**config.mk**
```make
export PLATFORM = sky130hd
export DESIGN_NAME = ss_addsub_ctrl
export DESIGN_NICKNAME = d
export VERILOG_FILES = /design/src/rtl/ss_ctrl_defs.sv /design/src/rtl/ss_updown_acc.sv /design/src/rtl/ss_addsub_ctrl.sv
export SDC_FILE = /design/constraint.sdc
export NUM_CORES = 1
export LEC_CHECK = 0
export CELL_PAD_IN_SITES_DETAIL_PLACEMENT = 1
export CELL_PAD_IN_SITES_GLOBAL_PLACEMENT = 1
export CORE_MARGIN = 2
export CORE_UTILIZATION = 40
export CTS_CLUSTER_SIZE = 10
export DETAILED_ROUTE_END_ITERATION = 7
export PLACE_DENSITY_LB_ADDON = 0.08
export SLEW_MARGIN = 30
export SYNTH_ARGS = -nofsm -noshare
export SYNTH_HDL_FRONTEND = slang
export SYNTH_SLANG_ARGS = --single-unit
```
**constraint.sdc**
```tcl
create_clock -name CLK -period 3.05 [get_ports CLK]
set_clock_uncertainty 0.15 [all_clocks]
set_input_delay 0.4575 -clock CLK [delete_from_list [all_inputs] [get_ports CLK]]
set_output_delay 0.4575 -clock CLK [all_outputs]
set_load 0.1 [all_outputs]
```
**src/rtl/ss_ctrl_defs.sv**
```systemverilog
// Constants shared by the stochastic-computing controllers: FSM encodings
// and the default window-counter width.
package ss_ctrl_defs;

    localparam int CNT_W_DEFAULT = 8;

    typedef enum logic [1:0] {
        ST_IDLE  = 2'd0,
        ST_CLEAR = 2'd1,
        ST_RUN   = 2'd2,
        ST_DONE  = 2'd3
    } ctrl_state_t;

endpackage

```
**src/rtl/ss_updown_acc.sv**
```systemverilog
// Signed +1/-1/0 accumulator with synchronous clear. The next value is also
// exposed so the caller can capture a total that includes this cycle's step.
module ss_updown_acc #(
    parameter int W = 9
) (
    input  logic         clk,
    input  logic         srst,
    input  logic         clr,
    input  logic         en,
    input  logic         dn,
    output logic [W-1:0] acc_reg,
    output logic [W-1:0] acc_next
);

    localparam logic [W-1:0] ONE = W'(1);

    always_comb begin
        acc_next = acc_reg;
        if (en) begin
            acc_next = dn ? acc_reg - ONE : acc_reg + ONE;
        end
    end

    always_ff @(posedge clk) begin
        if (srst || clr) begin
            acc_reg <= '0;
        end else begin
            acc_reg <= acc_next;
        end
    end

endmodule

```
**src/rtl/ss_addsub_ctrl.sv**
```systemverilog
// Window controller for a stochastic add/sub datapath: counts signed output
// bits over WINDOW cycles and hands the sum to a consumer via valid/ready.
module ss_addsub_ctrl
    import ss_ctrl_defs::*;
#(
    parameter int CNT_W = CNT_W_DEFAULT
) (
    input  logic             CLK,
    input  logic             INIT,
    input  logic             START,
    input  logic [CNT_W-1:0] WINDOW,
    input  logic             ABORT,
    input  logic             ADD_OUT,
    input  logic             ADD_SIGN,
    output logic             ADD_INIT,
    output logic             R_COND,
    output logic             BUSY,
    output logic [CNT_W:0]   RESULT,
    output logic             RESULT_VALID,
    input  logic             RESULT_READY
);

    ctrl_state_t      state_reg;
    logic [CNT_W-1:0] ticks_reg;
    logic [CNT_W:0]   result_reg;
    logic             result_valid_reg;
    logic             r_cond_reg;
    logic [CNT_W:0]   acc_reg;
    logic [CNT_W:0]   acc_next;

    ss_updown_acc #(
        .W(CNT_W + 1)
    ) u_acc (
        .clk      (CLK),
        .srst     (INIT),
        .clr      (state_reg == ST_CLEAR),
        .en       ((state_reg == ST_RUN) && ADD_OUT),
        .dn       (ADD_SIGN),
        .acc_reg  (acc_reg),
        .acc_next (acc_next)
    );

    always_ff @(posedge CLK) begin
        if (INIT) begin
            state_reg        <= ST_IDLE;
            ticks_reg        <= '0;
            result_reg       <= '0;
            result_valid_reg <= 1'b0;
            r_cond_reg       <= 1'b0;
        end else begin
            case (state_reg)
                ST_IDLE: begin
                    if (START) begin
                        ticks_reg <= WINDOW;
                        if (WINDOW == '0) begin
                            result_reg       <= '0;
                            result_valid_reg <= 1'b1;
                            state_reg        <= ST_DONE;
                        end else begin
                            state_reg <= ST_CLEAR;
                        end
                    end
                end
                ST_CLEAR: begin
                    r_cond_reg <= 1'b0;
                    state_reg  <= ABORT ? ST_IDLE : ST_RUN;
                end
                ST_RUN: begin
                    if (ABORT) begin
                        r_cond_reg <= 1'b0;
                        state_reg  <= ST_IDLE;
                    end else begin
                        ticks_reg <= ticks_reg - CNT_W'(1);
                        if (ticks_reg == CNT_W'(1)) begin
                            // Capture includes the final RUN cycle's step.
                            result_reg       <= acc_next;
                            result_valid_reg <= 1'b1;
                            r_cond_reg       <= 1'b0;
                            state_reg        <= ST_DONE;
                        end else begin
                            r_cond_reg <= ~r_cond_reg;
                        end
                    end
                end
                ST_DONE: begin
                    if (ABORT || RESULT_READY) begin
                        result_valid_reg <= 1'b0;
                        state_reg        <= ST_IDLE;
                    end
                end
                default: state_reg <= ST_IDLE;
            endcase
        end
    end

    // The datapath clears together with the controller during INIT.
    assign ADD_INIT     = INIT || (state_reg == ST_CLEAR);
    assign R_COND       = r_cond_reg;
    assign BUSY         = (state_reg != ST_IDLE);
    assign RESULT       = result_reg;
    assign RESULT_VALID = result_valid_reg;

endmodule

```
==> flow_metrics.py <==
metrics = {
    "logic_synthesis": {
        "yosys_warnings": 0,
        "yosys.area_share.simple_pct": 22.9,
        "synth_edf_count": 0,
        "ys_ff_latch": 30,
        "synthXorXnorAreaFrac_pct": 0.933,
        "ys.flop_type": "dfxtp_1",
        "synthAdderAreaFrac_pct": 10.4,
        "syn_area_per_cell_um2": 8.02,
        "synth_cell_type_count": 47,
        "synth_top_family_by_area": "compound AO/OA/AOI/OAI gates",
        "synth_seq_area_share_pct": 32.0,
        "synth_top_area_cell": "dfxtp_1",
        "syn_inst": 234,
        "synth-compound-area-share_pct": 26.9,
        "netlist_top_cells_area": "dfxtp_1, ha_1, nor2_1",
        "async_reset_ff_share_pct": 0,
        "synthMuxAreaShare_pct": 2.33,
        "netlist_area_mm2": 0.00188,
        "synth_fp_nets": 264,
        "synth_top_area_share_pct": 32.0,
    },
    "global_route": {
        "grt_pass1_wl_um": 8500,
        "antenna_found_initial": 0,
        "globalRouteMet3Util_pct": 3.89,
        "grtUsageMet1_pct": 30.3,
        "gr-usage-met2_pct": 30.7,
        "grt.busiest_layer": "met2",
        "grt_pass1_vias": 1786,
        "gr-usage-all-layers_pct": 20.4,
        "grt_max_degree": 23,
        "overflow": 0,
    },
    "flow_run": {
        "drv_cap": 0,
    },
    "clock_network": {
        "cts_max_level": 2,
        "cts_tree": "done",
        "postCtsHoldBufs": 0,
        "worstSkewPairLatency_ns": 0.28,
        "clockBufferDepth": 2,
        "clkSlewWorstSetupHoldPaths_ns": 0.07,
        "post_cts_buffers": 0,
        "cts_buffers": 5,
        "clock_sinks": 30,
        "cts_root_buffer": "clkbuf_8",
        "ctsResizeCount": 0,
    },
    "critical_path": {
        "cp_data_required_time_ns": 3.11,
        "crit_slowest_cell": "clkdlybuf4s50_1",
        "cp.arrival_ns": 2.74,
        "critPathKind": "in -> reg",
        "critical_path.max_stage_delay_ns": 0.52,
        "critical_path.max_fanout": 5,
        "endpoint_kind": "register",
        "cp-start-kind": "input pin",
        "cp_cell_sequence": "clkdlybuf4s50_1 > buf_4 > ha_1 > a211oi_1 > o21bai_1 > a2111oi_0 > nor3b_1 > o21ai_0",
    },
    "drt": {
        "wl_per_cell_um": 15.2,
        "vias": 1807,
        "ant_nets": 0,
        "drtIter0Drc": 48,
        "drt_wl_total_um": 4920,
        "vias_per_cell": 5.56,
        "remaining_drc_errors": 0,
        "firstDrtPassIters": 4,
    },
    "floorplan": {
        "start_util_pct": 42.2,
        "rows": 24,
        "chipHeight_um": 72.5,
        "ios": 28,
        "die_area_mm2": 0.00526,
        "die_w_um": 72.5,
        "core_area_mm2": 0.00444,
    },
    "placement": {
        "dp_hpwl_um": 3730,
        "numPortBuffers": 27,
        "gp_congestion": 0.893,
    },
    "timing": {
        "relSlewSlack_pct": 64.5,
        "setup_viol": 0,
        "tns_ns": 0,
        "rsz0062_at_grt": "no",
        "slew_violations": 0,
        "finalCriticalPeriod_ns": 2.68,
        "fmax_mhz": 373,
        "tightest_slew_ns": 0.520,
        "period_share_pct": 87.9,
        "final-hold-violation-count": 0,
    },
    "final_layout": {
        "drive_gt1_share_pct": 14.7,
        "syn_to_final_growth_pct": 25.5,
        "num-nets-final": 302,
        "antenna_cells": 0,
        "fin_util_pct": 53.0,
        "fill_cells": 565,
    },
    "hold_path": {
        "min_path_type": "reg -> reg",
    },
    "status": {
        "status": "complete, no violations",
    },
    "power_and_ir_drop": {
        "p_leak_uw": 0.000962,
        "cellPowerDensity_mw_per_mm2": 463,
        "power.ir.vdd_worst_mv": 0.414,
    },
}
-- kinds of logic after synthesis --
| logic type | Yosys count |
|---|---|
| simple gates | 87 |
| compound gates | 76 |
| flops | 30 |
| buf+inv | 20 |
| fa+ha+maj | 15 |
| mux | 4 |
| xor+xnor | 2 |
-- cell type report --
class | count | area, µm² | area share [%]
multi-input cells | 184 | 1190 | 50.6
well taps | 52 | 65.1 | 2.76
inverters | 10 | 37.5 | 1.59
clock inverters | 1 | 30.0 | 1.27
repair buffers | 41 | 355 | 15.1
clock buffers | 7 | 76.3 | 3.24
flip-flops and latches | 30 | 601 | 25.5
-- synthesized netlist by cell type (2+ instances only) --
cell type and instances:
nand3b_1 3, nand4_1 2, a2111oi_0 2, nand3_1 6, xnor2_1 2, nor2_1 31, and3_1 2, a22oi_1 2
o211ai_1 5, a21oi_1 18, clkbuf_1 7, mux2_2 3, buf_2 2, a21o_1 6, nor4_1 3, o2111ai_1 3
nor3_1 5, and2_1 5, nor2b_1 3, ha_1 14, o21ai_0 13, nand2_1 20, a31oi_1 2, a211o_1 2
o31ai_1 2, inv_1 10, dfxtp_1 30, a211oi_1 12
-- critical path, delay by kind of cell --
kind	cells	cell delay (ns)
and+or+nand+nor	1	0.12
buffers and inverters	2	0.72
adders and majority gates	1	0.30
AOI/OAI and AO/OA	4	1.14
-- power breakdown --
| part | internal (µW) | leakage (µW) | switching (µW) |
|---|---|---|---|
| combinational | 102 | 0.000666 | 159 |
| clock | 244 | 0.0000524 | 154 |
| sequential | 410 | 0.000244 | 22.0 |
| total | 756 | 0.000962 | 335 |
-- worst paths after layout --
kind | endpoint | cells past startpoint | slack, ns | startpoint
max | RESULT[5]$_SDFFE_PP0P_ | 8 | 0.37 | ADD_SIGN
min | RESULT[3]$_SDFFE_PP0P_ | 2 | 0.30 | RESULT[3]$_SDFFE_PP0P_
max reg2reg | RESULT[6]$_SDFFE_PP0P_ | 7 | 0.52 | state_reg[0]$_SDFFE_PP0P_
min reg2reg | RESULT[3]$_SDFFE_PP0P_ | 2 | 0.30 | RESULT[3]$_SDFFE_PP0P_
-- per-stage QoR --
stage,worst slack [ns],std cells,power (µW),hold WS [ns],area [µm²]
2_1_floorplan,0.436,234,614,0.310,1880
3_3_place_gp,0.141,317,700,0.289,2250
3_5_place_dp,0.0617,317,702,0.299,2250
4_1_cts,0.367,325,1100,0.307,2360
5_1_grt,0.137,325,1150,0.328,2360
6_report,0.369,325,1090,0.302,2360
-- cells in the final DEF (no fill, tap or decap), types with 2 or more instances in the layout --
cell	n
nand4_1	2
clkbuf_8	5
nand2_1	20
nor2b_1	3
o21ai_0	13
buf_4	26
dfxtp_1	30
clkdlybuf4s50_1	14
xnor2_1	2
o2111ai_1	3
ha_1	14
a2111oi_0	2
and2_1	5
a211oi_1	12
clkbuf_1	2
inv_1	10
and3_1	2
nor3_1	5
a31oi_1	2
a21o_1	6
a22oi_1	2
nand3_1	6
a211o_1	2
mux2_2	3
o211ai_1	5
o31ai_1	2
nand3b_1	3
nor4_1	3
a21oi_1	18
nor2_1	31
-- layer usage --
layer,vias to the layer above,routed length (µm)
met5,-,0
met4,0,44
met3,6,138
met2,26,2070
met1,846,2680
li1,929,-
Power figures use the tool's default switching activity.
